--- src/rtl/uart_rx_ovs.sv ---
// 16x-oversampled UART receiver with 3-sample majority vote, optional parity,
// framing/break detection and a first-word-fall-through frame FIFO.
module uart_rx_ovs #(
    parameter int Fclk   = 12_000_000,
    parameter int Bauds  = 115200,
    parameter int Wdata  = 8,
    parameter int Wstop  = 1,
    parameter int Parity = 0,
    parameter int Depth  = 4
) (
    input  logic                     CLK,
    input  logic                     NRST,
    input  logic                     RXD,
    output logic [Wdata-1:0]         DOUT,
    output logic                     PERR,
    output logic                     FERR,
    output logic                     VALID,
    input  logic                     READY,
    output logic                     BREAK,
    output logic                     OVR,
    output logic [$clog2(Depth):0]   COUNT
);

    localparam int NDIV = Fclk / (Bauds * 16);
    localparam int DIVW = (NDIV > 1) ? $clog2(NDIV) : 1;
    localparam int AW   = $clog2(Depth);
    localparam int BCW  = $clog2(Wdata);
    localparam int EW   = Wdata + 2;

    typedef enum logic [2:0] {
        S_IDLE, S_START, S_DATA, S_PARITY, S_STOP, S_BRKWAIT
    } state_t;

    state_t           r_state;
    logic             r_sync1, r_sync2;
    logic [DIVW-1:0]  r_div;
    logic [3:0]       r_sub;
    logic [1:0]       r_smp;
    logic [BCW-1:0]   r_bitcnt;
    logic             r_stopcnt;
    logic [Wdata-1:0] r_shift;
    logic             r_par;
    logic             r_ferr;
    logic             r_stop0;
    logic             r_done;
    logic [EW-1:0]    r_ent;
    logic             r_break;

    logic [EW-1:0]    r_mem [Depth];
    logic [AW-1:0]    r_wr, r_rd;
    logic [AW:0]      r_count;
    logic             r_ovr;

    logic w_rxs, w_tick, w_dec, w_wrap, w_maj;
    logic w_stop0, w_brk, w_ferr_fin, w_perr, w_last_stop, w_last_bit;
    logic w_valid, w_full, w_pop, w_push;
    logic [EW-1:0] w_head;

    assign w_rxs  = r_sync2;
    assign w_tick = (r_div == DIVW'(NDIV - 1));
    assign w_dec  = w_tick && (r_sub == 4'd9);
    assign w_wrap = w_tick && (r_sub == 4'd15);
    // r_smp holds the s=7 and s=8 samples; the s=9 sample is the live rxs.
    assign w_maj  = (r_smp[0] & r_smp[1]) | (r_smp[0] & w_rxs) | (r_smp[1] & w_rxs);

    assign w_last_bit  = (r_bitcnt == BCW'(Wdata - 1));
    assign w_last_stop = (r_stopcnt == 1'(Wstop - 1));
    assign w_stop0     = (r_stopcnt == 1'b0) ? w_maj : r_stop0;
    assign w_ferr_fin  = r_ferr | ~w_maj;
    assign w_perr      = (Parity == 0) ? 1'b0 : ((^{r_shift, r_par}) ^ (Parity == 1));
    assign w_brk       = (r_shift == '0) && ((Parity == 0) || !r_par) && !w_stop0;

    always_ff @(posedge CLK) begin
        if (!NRST) begin
            r_sync1 <= 1'b1;
            r_sync2 <= 1'b1;
        end else begin
            r_sync1 <= RXD;
            r_sync2 <= r_sync1;
        end
    end

    always_ff @(posedge CLK) begin
        if (!NRST) begin
            r_state   <= S_IDLE;
            r_div     <= '0;
            r_sub     <= '0;
            r_smp     <= '0;
            r_bitcnt  <= '0;
            r_stopcnt <= 1'b0;
            r_shift   <= '0;
            r_par     <= 1'b0;
            r_ferr    <= 1'b0;
            r_stop0   <= 1'b0;
            r_done    <= 1'b0;
            r_ent     <= '0;
            r_break   <= 1'b0;
        end else begin
            r_done  <= 1'b0;
            r_break <= 1'b0;
            r_div   <= w_tick ? '0 : r_div + 1'b1;
            if (w_tick)
                r_sub <= r_sub + 1'b1;
            if (w_tick && r_sub == 4'd7)
                r_smp[0] <= w_rxs;
            if (w_tick && r_sub == 4'd8)
                r_smp[1] <= w_rxs;
            case (r_state)
                S_IDLE: begin
                    if (!w_rxs) begin
                        r_state   <= S_START;
                        r_div     <= '0;
                        r_sub     <= '0;
                        r_bitcnt  <= '0;
                        r_stopcnt <= 1'b0;
                        r_ferr    <= 1'b0;
                        r_par     <= 1'b0;
                    end
                end
                S_START: begin
                    if (w_dec && w_maj)
                        r_state <= S_IDLE;
                    else if (w_wrap)
                        r_state <= S_DATA;
                end
                S_DATA: begin
                    if (w_dec)
                        r_shift <= {w_maj, r_shift[Wdata-1:1]};
                    if (w_wrap) begin
                        if (w_last_bit)
                            r_state <= (Parity != 0) ? S_PARITY : S_STOP;
                        else
                            r_bitcnt <= r_bitcnt + 1'b1;
                    end
                end
                S_PARITY: begin
                    if (w_dec)
                        r_par <= w_maj;
                    if (w_wrap)
                        r_state <= S_STOP;
                end
                S_STOP: begin
                    if (w_dec) begin
                        if (r_stopcnt == 1'b0)
                            r_stop0 <= w_maj;
                        r_ferr <= w_ferr_fin;
                        // Leave at mid-bit so a back-to-back start edge is not missed.
                        if (w_last_stop) begin
                            if (w_brk) begin
                                r_break <= 1'b1;
                                r_state <= S_BRKWAIT;
                            end else begin
                                r_done  <= 1'b1;
                                r_ent   <= {w_ferr_fin, w_perr, r_shift};
                                r_state <= S_IDLE;
                            end
                        end
                    end
                    if (w_wrap)
                        r_stopcnt <= 1'b1;
                end
                S_BRKWAIT: begin
                    if (w_rxs)
                        r_state <= S_IDLE;
                end
                default: r_state <= S_IDLE;
            endcase
        end
    end

    assign w_valid = (r_count != '0);
    assign w_full  = (r_count == (AW+1)'(Depth));
    assign w_pop   = w_valid && READY;
    assign w_push  = r_done && (!w_full || w_pop);
    assign w_head  = r_mem[r_rd];

    always_ff @(posedge CLK) begin
        if (!NRST) begin
            r_wr    <= '0;
            r_rd    <= '0;
            r_count <= '0;
            r_ovr   <= 1'b0;
        end else begin
            r_ovr <= r_done && w_full && !w_pop;
            if (w_push)
                r_wr <= r_wr + 1'b1;
            if (w_pop)
                r_rd <= r_rd + 1'b1;
            case ({w_push, w_pop})
                2'b10:   r_count <= r_count + 1'b1;
                2'b01:   r_count <= r_count - 1'b1;
                default: r_count <= r_count;
            endcase
        end
    end

    always_ff @(posedge CLK) begin
        if (w_push)
            r_mem[r_wr] <= r_ent;
    end

    assign VALID = w_valid;
    assign DOUT  = w_valid ? w_head[Wdata-1:0] : '0;
    assign PERR  = w_valid ? w_head[Wdata]     : 1'b0;
    assign FERR  = w_valid ? w_head[Wdata+1]   : 1'b0;
    assign BREAK = r_break;
    assign OVR   = r_ovr;
    assign COUNT = r_count;

endmodule

--- config.mk ---
export PLATFORM = sky130hd
export DESIGN_NAME = uart_rx_ovs
export DESIGN_NICKNAME = d
export VERILOG_FILES = /design/src/rtl/uart_rx_ovs.sv
export SDC_FILE = /design/constraint.sdc
export NUM_CORES = 1
export LEC_CHECK = 0
export ABC_CLOCK_PERIOD_IN_PS = 5200
export CAP_MARGIN = 25
export CORE_ASPECT_RATIO = 0.7
export CORE_MARGIN = 2
export CORE_UTILIZATION = 45
export DETAILED_ROUTE_END_ITERATION = 8
export SLEW_MARGIN = 20
export SYNTH_ARGS = -nofsm -noshare
export SYNTH_HDL_FRONTEND = slang
export SYNTH_SLANG_ARGS = --single-unit
--- constraint.sdc ---
create_clock -name CLK -period 5.2 [get_ports CLK]
set_input_delay 0.78 -clock CLK [delete_from_list [all_inputs] [get_ports CLK]]
set_output_delay 0.78 -clock CLK [all_outputs]
set_load 0.01 [all_outputs]
## Yosys cells after proc, flatten, opt, wreduce, memory -nomap -nowiden

Memory sizes are Yosys's and may differ from the RTL's. A register that Yosys moved wholly into a read port is not among the register bits.
Index checks and enable logic that the tools add are counted.
W data, S select, Z words.

- Word-level logic and storage cells: 128
- Bits in writable memories: 36
- Output and inout port bits: 16
- Memory bits (read-only): 0
- Memories: 1
- Input bits: 4
- Bits in latches: 0
- Register bits after elaboration: 47

Memory list:

| name | depth | bits a word | rd ports | clocked after memory_dff | write ports | line | source |
|---|---|---|---|---|---|---|---|
| r_mem | 4 | 9 | 1 | 1 | 1 | 49 | `logic [EW-1:0] r_mem [Depth];` |

- Mux-type cells: 37
- Shift-type cells: 0
- Eq/ne operators: 24
- Reductions and logical operators: 28
- Multipliers: 0
- Order comparisons: 0
- Bitwise logic cells: 12
- Add/subtract/negate cells: 7
- Divide/modulo/power cells: 0

Operators with widths:

| operator | number |
|---|---|
| $mux W3 | 16 |
| $ne A2 B2 Y1 const B | 9 |
| $pmux W3 S6 | 1 |
| $eq A3 B3 Y1 const B | 5 |
| $eq A4 B4 Y1 const B | 3 |
| $mux W4 | 3 |
| $pmux W3 S2 | 2 |
| $logic_and A1 B1 Y1 | 10 |
| $mux W1 | 10 |
| $add A3 B1 Y3 const B | 3 |
| $logic_not A8 Y1 | 1 |
| $mux W8 | 1 |
| $reduce_and A4 Y1 | 2 |
| $reduce_and A8 Y1 | 1 |
| $eq A3 B2 Y1 const B | 2 |
| $not A1 Y1 | 6 |
| $reduce_and A3 Y1 | 2 |
| $reduce_bool A2 Y1 | 3 |
| $add A2 B1 Y2 const B | 2 |
| $add A4 B1 Y4 const B | 1 |
| $eq A4 B3 Y1 const B | 1 |
| $mux W2 | 2 |
| $pmux W1 S2 | 2 |
| $reduce_and A2 Y1 | 2 |
| 12 further kinds | 18 |

## Depth between registers and ports, before layout

Gate-level depths: netlist of run 1.

- Depth after elaboration: 10
- Mapped depth: 8
- Depth with buffers taken out: 8

## Worst setup path before layout of run 1

No wires, ideal clock.

- Kind: input to register
- From: input READY
- To: register r_count[2] (netlist: COUNT[2])
- Setup time: 0.115 ns
- Data required time: 5.085 ns
- Path buffers: 0
- Stages: 8
- Setup slack: 3.065 ns
- Arrival: 2.020 ns
- Path through: o31ai_2 or2_2 fa_1 inv_1 nor3_1 a31oi_1 xnor2_1 and2_1

- Word-level cells in the longest chain between the ends: 5
- Elaborated cells between the ends (all ways): 7
- Classes of those cells: eq/ne: 2; mux: 1; reduce/logical: 4

Ends and longest elaborated chain:

| element | line | source |
|---|---|---|
| start: declaration | 18 | `input logic READY,` |
| $logic_and A1 B1 Y1 * | 173 | `assign w_pop = w_valid && READY;` |
| $logic_or A1 B1 Y1 | 174 | `assign w_push = r_done && (!w_full \|\| w_pop);` |
| $logic_and A1 B1 Y1 | 174 |  |
| $eq A2 B1 Y1 or $eq A2 B2 Y1 (tied branches) | 189 | `case ({w_push, w_pop})` |
| $pmux W3 S2 or $reduce_bool A2 Y1 (tied branches) | n/a |  |
| end signal: assignment | 190 | `2'b10: r_count <= r_count + 1'b1;` |
| end signal: assignment | 191 | `2'b01: r_count <= r_count - 1'b1;` |
| end signal: assignment | 192 | `default: r_count <= r_count;` |
| end: declaration | 51 | `logic [AW:0] r_count;` |

Mark *: on every way between the ends. The rest lies on a longest branch, timed or not.
A chain may end at the register's enable or synchronous reset.

==> results of run 1 <==
[Yosys cell counts (2+ instances only)]
cell	number
buf_4	2
clkbuf_1	7
nand2_1	10
mux4_2	9
nand3_1	5
o2111ai_1	2
nor2_1	12
ha_1	9
mux2i_1	22
nor4_1	2
nand4b_1	2
and3_1	3
nand3b_1	3
buf_2	4
and2_1	10
xor2_1	2
a21oi_1	6
edfxtp_1	36
xnor2_1	5
o21ai_0	7
o21bai_1	2
nor2b_1	34
nor3_1	5
dfxtp_1	49
inv_1	12
nor3b_1	2
o311a_1	2
nand2b_1	3
and3b_1	2
[layer usage]
metal	GRT usage	wire (microns)	up-vias
met5	0	0	-
met4	0.0593	91	0
met3	0.0471	282	8
met2	0.223	2560	32
met1	0.218	3260	1029
li1	-	-	1079
[worst max-delay path, stage by stage (launching register included)]
cell,delay (ns)
dfxtp_1,0.72
mux4_2,0.57
nor2b_1,0.16
clkdlybuf4s50_1,0.48
[where the power goes]
group          switching (W)  internal, W
Combinational       0.000175     0.000244
Sequential         0.0000617     0.000720
Clock               0.000265     0.000428
Total               0.000502      0.00139
[path summary, 6_finish.rpt]
check	to
max	DOUT[7]
min	r_sync2
min reg2reg	r_sync2
max reg2reg	r_ent[6]
[metrics by stage]
stage / power [W] / std cells / worst slack (ns) / utilization
after floorplan: 0.00104 / 295 / 3.07 / -
after global placement: 0.00122 / 402 / 2.44 / 0.497
after detailed placement: 0.00122 / 402 / 2.44 / 0.497
after CTS: 0.00193 / 418 / 2.10 / 0.539
after global routing: 0.00199 / 418 / 2.03 / 0.539
final: 0.00189 / 418 / 2.17 / 0.539
[layout make-up]
| class | instances | area (sq um) | area share |
|---|---|---|---|
| Sequential cell | 85 | 2060 | 0.486 |
| Multi-Input combinational cell | 184 | 1480 | 0.350 |
| Tap cell | 101 | 126 | 0.0298 |
| Clock inverter | 7 | 105 | 0.0248 |
| Clock buffer | 9 | 225 | 0.0531 |
| Timing Repair Buffer | 20 | 195 | 0.0460 |
| Inverter | 12 | 45.0 | 0.0106 |
[flip-flops by register name, summed over array words and instances, names as in the netlist, 2 cells and up, named ones only]
signal	count
r_shift	8
r_state	3
r_sub	4
r_bitcnt	3
r_wr	2
r_rd	2
r_div	3
r_ent	9
r_smp	2
COUNT	3
r_mem	36
[cells by family (layout without fill, tap and decap cells)]
family,count (synthesis),count (layout),share of synthesized area
compound gates,30,30,0.0574
xor+xnor,7,7,0.0167
fa+ha+maj,11,11,0.0393
buf+inv,26,48,0.0321
flops,85,85,0.563
mux,32,32,0.119
other cells,1,1,0.00102
simple gates,103,103,0.172
==> results_dict.tcl, run 1 <==
set metrics [dict create \
    result_of_the_run "complete, no violations" \
    worst_slew_margin_rel 0.572 \
    firstDrtPassIters 4 \
    worst_slew_pin_slew_ns 0.640 \
    post_synthesis_cell_type_with_the_largest_combined_area "edfxtp_1" \
    ctsRootBufferMaster "clkbuf_16" \
    grt.total_usage 0.154 \
    die_x_microns 112 \
    most_used_cells_in_the_layout_excluding_fill_and_tap_cells "dfxtp_1, edfxtp_1, nor2b_1" \
    finish.net_count 326 \
    dieArea_sq_um 8890 \
    total_core_area_sq_um 7870 \
    tritoncts "yes" \
    design.portCount 20 \
    gpl.final_weighted_congestion 0.781 \
    area_growth_syn_to_layout_pct 15.8 \
    layout-drive-gt1-share 0.117 \
    number_of_enable_type_register_cells_in_the_synthesized_netlist 36 \
    cp_data_arrival_time_ns 2.25 \
    count_of_cells_along_the_worst_hold_path 1 \
    avgRoutedWirePerCell_microns 14.8 \
    grt_pass1_vias 2079 \
    setup_viol_count_final 0 \
    synthesized_area_divided_by_synthesized_cell_count_sq_um 12.4 \
    ys_seq_area_frac 0.563 \
    clk_transition_reported_paths_ns 0.06 \
    drc_errors 0 \
    hold_path_startpoint "r_sync1" \
    io_buffer_count 18 \
    synth_warnings 0 \
    globalRoute.totalOverflow 0 \
    dp_hpwl_microns 4190 \
    finalHoldWorstSlack_ns 0.417 \
    postCtsSetupRepairBufs 0 \
    detail_route.wirelength_microns 6190 \
    clock_insertion_delay_worst_skew_ns 0.33 \
    irDropWorstVdd_mv 0.331 \
    fmax_mhz 330 \
    fill_count 705 \
    r2r.worst_path.cells 5 \
    numClockSinks 85 \
    max_cap_violations 0 \
    synth_cell_type_count 55 \
    ys_ff_latch 85 \
    detailed_place.area_sq_um 3910 \
    ff2ff_setup_slack_ns 3.14 \
    required_time_of_the_worst_setup_path_ns 4.42 \
    criticalPathCategory "reg2out" \
    final_antenna_net_count 0 \
    first_iter_violations 99 \
    synth_fp_nets 309 \
    skew_ns 0.00751 \
    crit-reg2reg-launch "r_sync2" \
    timing.hold.worst.class "reg2reg" \
    synthesized_netlist_cell_count 295 \
    synthesis.area_sq_um 3660 \
    clock_tree.buffer_depth 2 \
    initial_core_util 0.465 \
    netlist.area_leader.share 0.295 \
    rsz0062_at_grt "false" \
    ys_dominant_reg_cell "dfxtp_1" \
    cp_max_fo 9 \
    cts_inserted_buffers 9 \
    synth-async-reset-ratio 0 \
    timing_max_transition_violations_final 0 \
    detail_route.vias_per_cell 5.14 \
    finish.instance_area_sq_um 4240 \
    setup.worst_path.end_class "output pin" \
    period_needed_ns 3.03 \
    cell_types_occupying_the_most_area_after_synthesis "edfxtp_1, dfxtp_1, mux2i_1, nor2b_1, mux4_2" \
    setup.worst_path.start_class "flip-flop" \
    final_report_hold_violation_count 0 \
    std_cell_rows 27 \
    power.static_leakage_nw 1.52 \
    leading_cell_type_in_the_layout_fill_and_taps_excluded "dfxtp_1" \
    setup_tns_ns 0 \
    dr_total_vias 2148 \
    htreeDepth 3 \
    grt_first_pass_wirelength_microns 10500 \
    antenna_violations_before_repair 0 \
    dieHeight_microns 79.5 \
    diodes 0 \
    power_per_cell_area_nw_per_um2 446 \
    final.period_utilization 0.583 \
    ctsResizeCount 0 \
    grt_start_max_net_pins 24 \
    cts_hold_repair.buffers 0 \
]
Note: power is estimated with default switching activity, not from simulation.
==> run 2: changes to the inputs <==
- ABC_CLOCK_PERIOD_IN_PS: 5200 -> 2900
- clock period: 5.2 -> 2.9 ns (I/O delays scaled with it)
==> run 2 against run 1 <==
  * Count of clock-buffer cells in the layout is 1 higher
  * Worst hold slack got worse by 0.011 ns
  * Routed wire length up 1.9%
  * Utilization decreased by 0.59 points
  * Clock skew shrank 0.0016 ns
  * Combinational power increased by 92%
  * Register-to-register slack got worse by 2.3 ns
  * Total power increased by 68%
  * Flip-flop and latch count stayed put
  * Sequential share of layout area up 0.54 points
  * Critical path type unchanged
  * Largest cell class unchanged
  * Highest routed layer unchanged
==> results_dict.tcl, run 2 (synthesis gave the netlist of run 1 again) <==
set metrics [dict create \
    worst_path_cell_chain "buf_4 > mux4_2 > nor2b_1 > clkdlybuf4s50_1" \
    final_antenna_net_count 0 \
    std_cell_rows 27 \
    htreeDepth 3 \
    total_core_area_sq_um 7870 \
    worstHoldEndpoint "r_sync2" \
    drc_errors 0 \
    gpl.final_weighted_congestion 0.798 \
    fmax_mhz 408 \
    setup_viol_count_final 0 \
    leading_cell_type_in_the_layout_fill_and_taps_excluded "dfxtp_1" \
    setup.worst_path.start_class "flip-flop" \
    die_x_microns 112 \
    finish.instance_area_sq_um 4200 \
    timing.hold.worst.class "reg2reg" \
    hold_path_startpoint "r_sync1" \
    fill_count 692 \
    timing.critical_path.slowest_stage_cell "mux4_2" \
    clock_tree.buffer_depth 2 \
    crit-reg2reg-launch "r_sync2" \
    clock_insertion_delay_worst_skew_ns 0.33 \
    top_regs "r_mem (36), r_ent (9), r_shift (8)" \
    worst_slew_pin_slew_ns 0.606 \
    criticalPathCategory "reg2out" \
    r2r.worst_path.cells 5 \
    setup.worst_path.end_class "output pin" \
    tritoncts "yes" \
    grt_pass1_vias 2075 \
    share_comb_of_total_power 0.253 \
    switching_share 0.273 \
    ctsResizeCount 0 \
    required_time_of_the_worst_setup_path_ns 2.47 \
    detailed_place.area_sq_um 3930 \
    layout-drive-gt1-share 0.119 \
    count_of_cells_along_the_worst_hold_path 1 \
    numClockSinks 85 \
    register_area_sq_um 2060 \
    power_per_cell_area_nw_per_um2 759 \
    cts_hold_repair.buffers 0 \
    p_seq_frac 0.430 \
    grt_first_pass_wirelength_microns 10800 \
    area_taken_by_multi_input_logic_gates_sq_um 1480 \
    period_needed_ns 2.45 \
    grt.total_usage 0.160 \
    initial_core_util 0.465 \
    dp_hpwl_microns 4430 \
    cp_max_fo 9 \
    detail_route.vias_per_cell 5.16 \
    avgRoutedWirePerCell_microns 15.0 \
    ff2ff_setup_slack_ns 0.88 \
    max_cap_violations 0 \
    most_used_cells_in_the_layout_excluding_fill_and_tap_cells "dfxtp_1, edfxtp_1, nor2b_1" \
    final_report_hold_violation_count 0 \
    globalRoute.totalOverflow 0 \
    result_of_the_run "complete, no violations" \
    cp_data_arrival_time_ns 2.02 \
    area_growth_syn_to_layout_pct 14.5 \
    io_buffer_count 18 \
    p_sw_w 0.000870 \
    setup_tns_ns 0 \
    largest_register_ff_count 36 \
    dr_total_vias 2169 \
    antenna_violations_before_repair 0 \
    finish.net_count 328 \
    firstDrtPassIters 4 \
    cts_inserted_buffers 9 \
    timing_max_transition_violations_final 0 \
    detail_route.wirelength_microns 6310 \
    first_iter_violations 118 \
    slowest_delay_ns 0.53 \
    largest_register "r_mem" \
    p_clk_frac 0.317 \
    irDropWorstVdd_mv 0.548 \
    final.period_utilization 0.845 \
    ctsRootBufferMaster "clkbuf_16" \
    postCtsSetupRepairBufs 0 \
    skew_ns 0.00595 \
    worst_slew_margin_rel 0.596 \
    design.portCount 20 \
    diodes 0 \
    rsz0062_at_grt "false" \
    power.static_leakage_nw 1.50 \
    dieHeight_microns 79.5 \
    dieArea_sq_um 8890 \
    p_int_w 0.00231 \
    reg2reg_to "r_ent[2]" \
    clk_transition_reported_paths_ns 0.06 \
    grt_start_max_net_pins 24 \
]
run 2: cell types whose count changed in the layout (fill, tap and decap cells not counted):
cell	before	now
inv_6	2	0
buf_4	2	4
clkinv_4	1	2
clkbuf_1	0	1
clkinv_2	0	1
bufinv_16	2	0
inv_8	1	0
clkinvlp_2	0	2
run 2: how the worst max path moves through the flow:
stage	start	to	slack (ns)	cells past startpoint
global placement	READY	COUNT[2]	0.54	9
detailed placement	READY	COUNT[2]	0.48	9
CTS	flip-flop	FERR	0.42	4
floorplan	COUNT[1]	COUNT[2]	1.06	8
finish	flip-flop	FERR	0.45	4
global route	flip-flop	FERR	0.34	4
run 2: stage by stage:
stage	total power, W	hold WS [ns]	util	instances	setup WS, ns
global placement	0.00218	0.392	0.499	404	0.538
global route	0.00335	0.428	0.533	420	0.343
detailed placement	0.00221	0.394	0.499	404	0.476
CTS	0.00323	0.408	0.533	420	0.415
floorplan	0.00187	0.386	-	295	1.06
finish	0.00318	0.405	0.533	420	0.449
run 2: power by group through the flow:
stage	combinational, W	sequential [W]	clock [W]
after floorplan	0.000502	0.00136	0
after global placement	0.000788	0.00139	0
after detailed placement	0.000811	0.00139	0
after CTS	0.000816	0.00137	0.00105
after global routing	0.000879	0.00138	0.00109
final	0.000804	0.00137	0.00101
run 2: final cells by class:
type / count / area share
clock buffer: 10 / 0.0546
tap: 101 / 0.0301
inverter: 12 / 0.0107
timing repair buffer: 22 / 0.0501
multi-input combinational: 184 / 0.354
sequential: 85 / 0.491
clock inverter: 6 / 0.00954
run 2: routing by layer:
metal,GRT usage,vias to the layer above,part of all wire
li1,-,1089,-
met1,0.232,1034,0.54
met2,0.216,41,0.40
met3,0.0630,5,0.048
met4,0.0519,0,0.011
met5,0,-,0
run 2: worst max-delay path, delay by kind of cell (launching register included):
| family | cells | cell delay (ns) |
|---|---|---|
| buf+inv | 2 | 0.70 |
| mux | 1 | 0.53 |
| flops | 1 | 0.30 |
| simple gates | 1 | 0.15 |
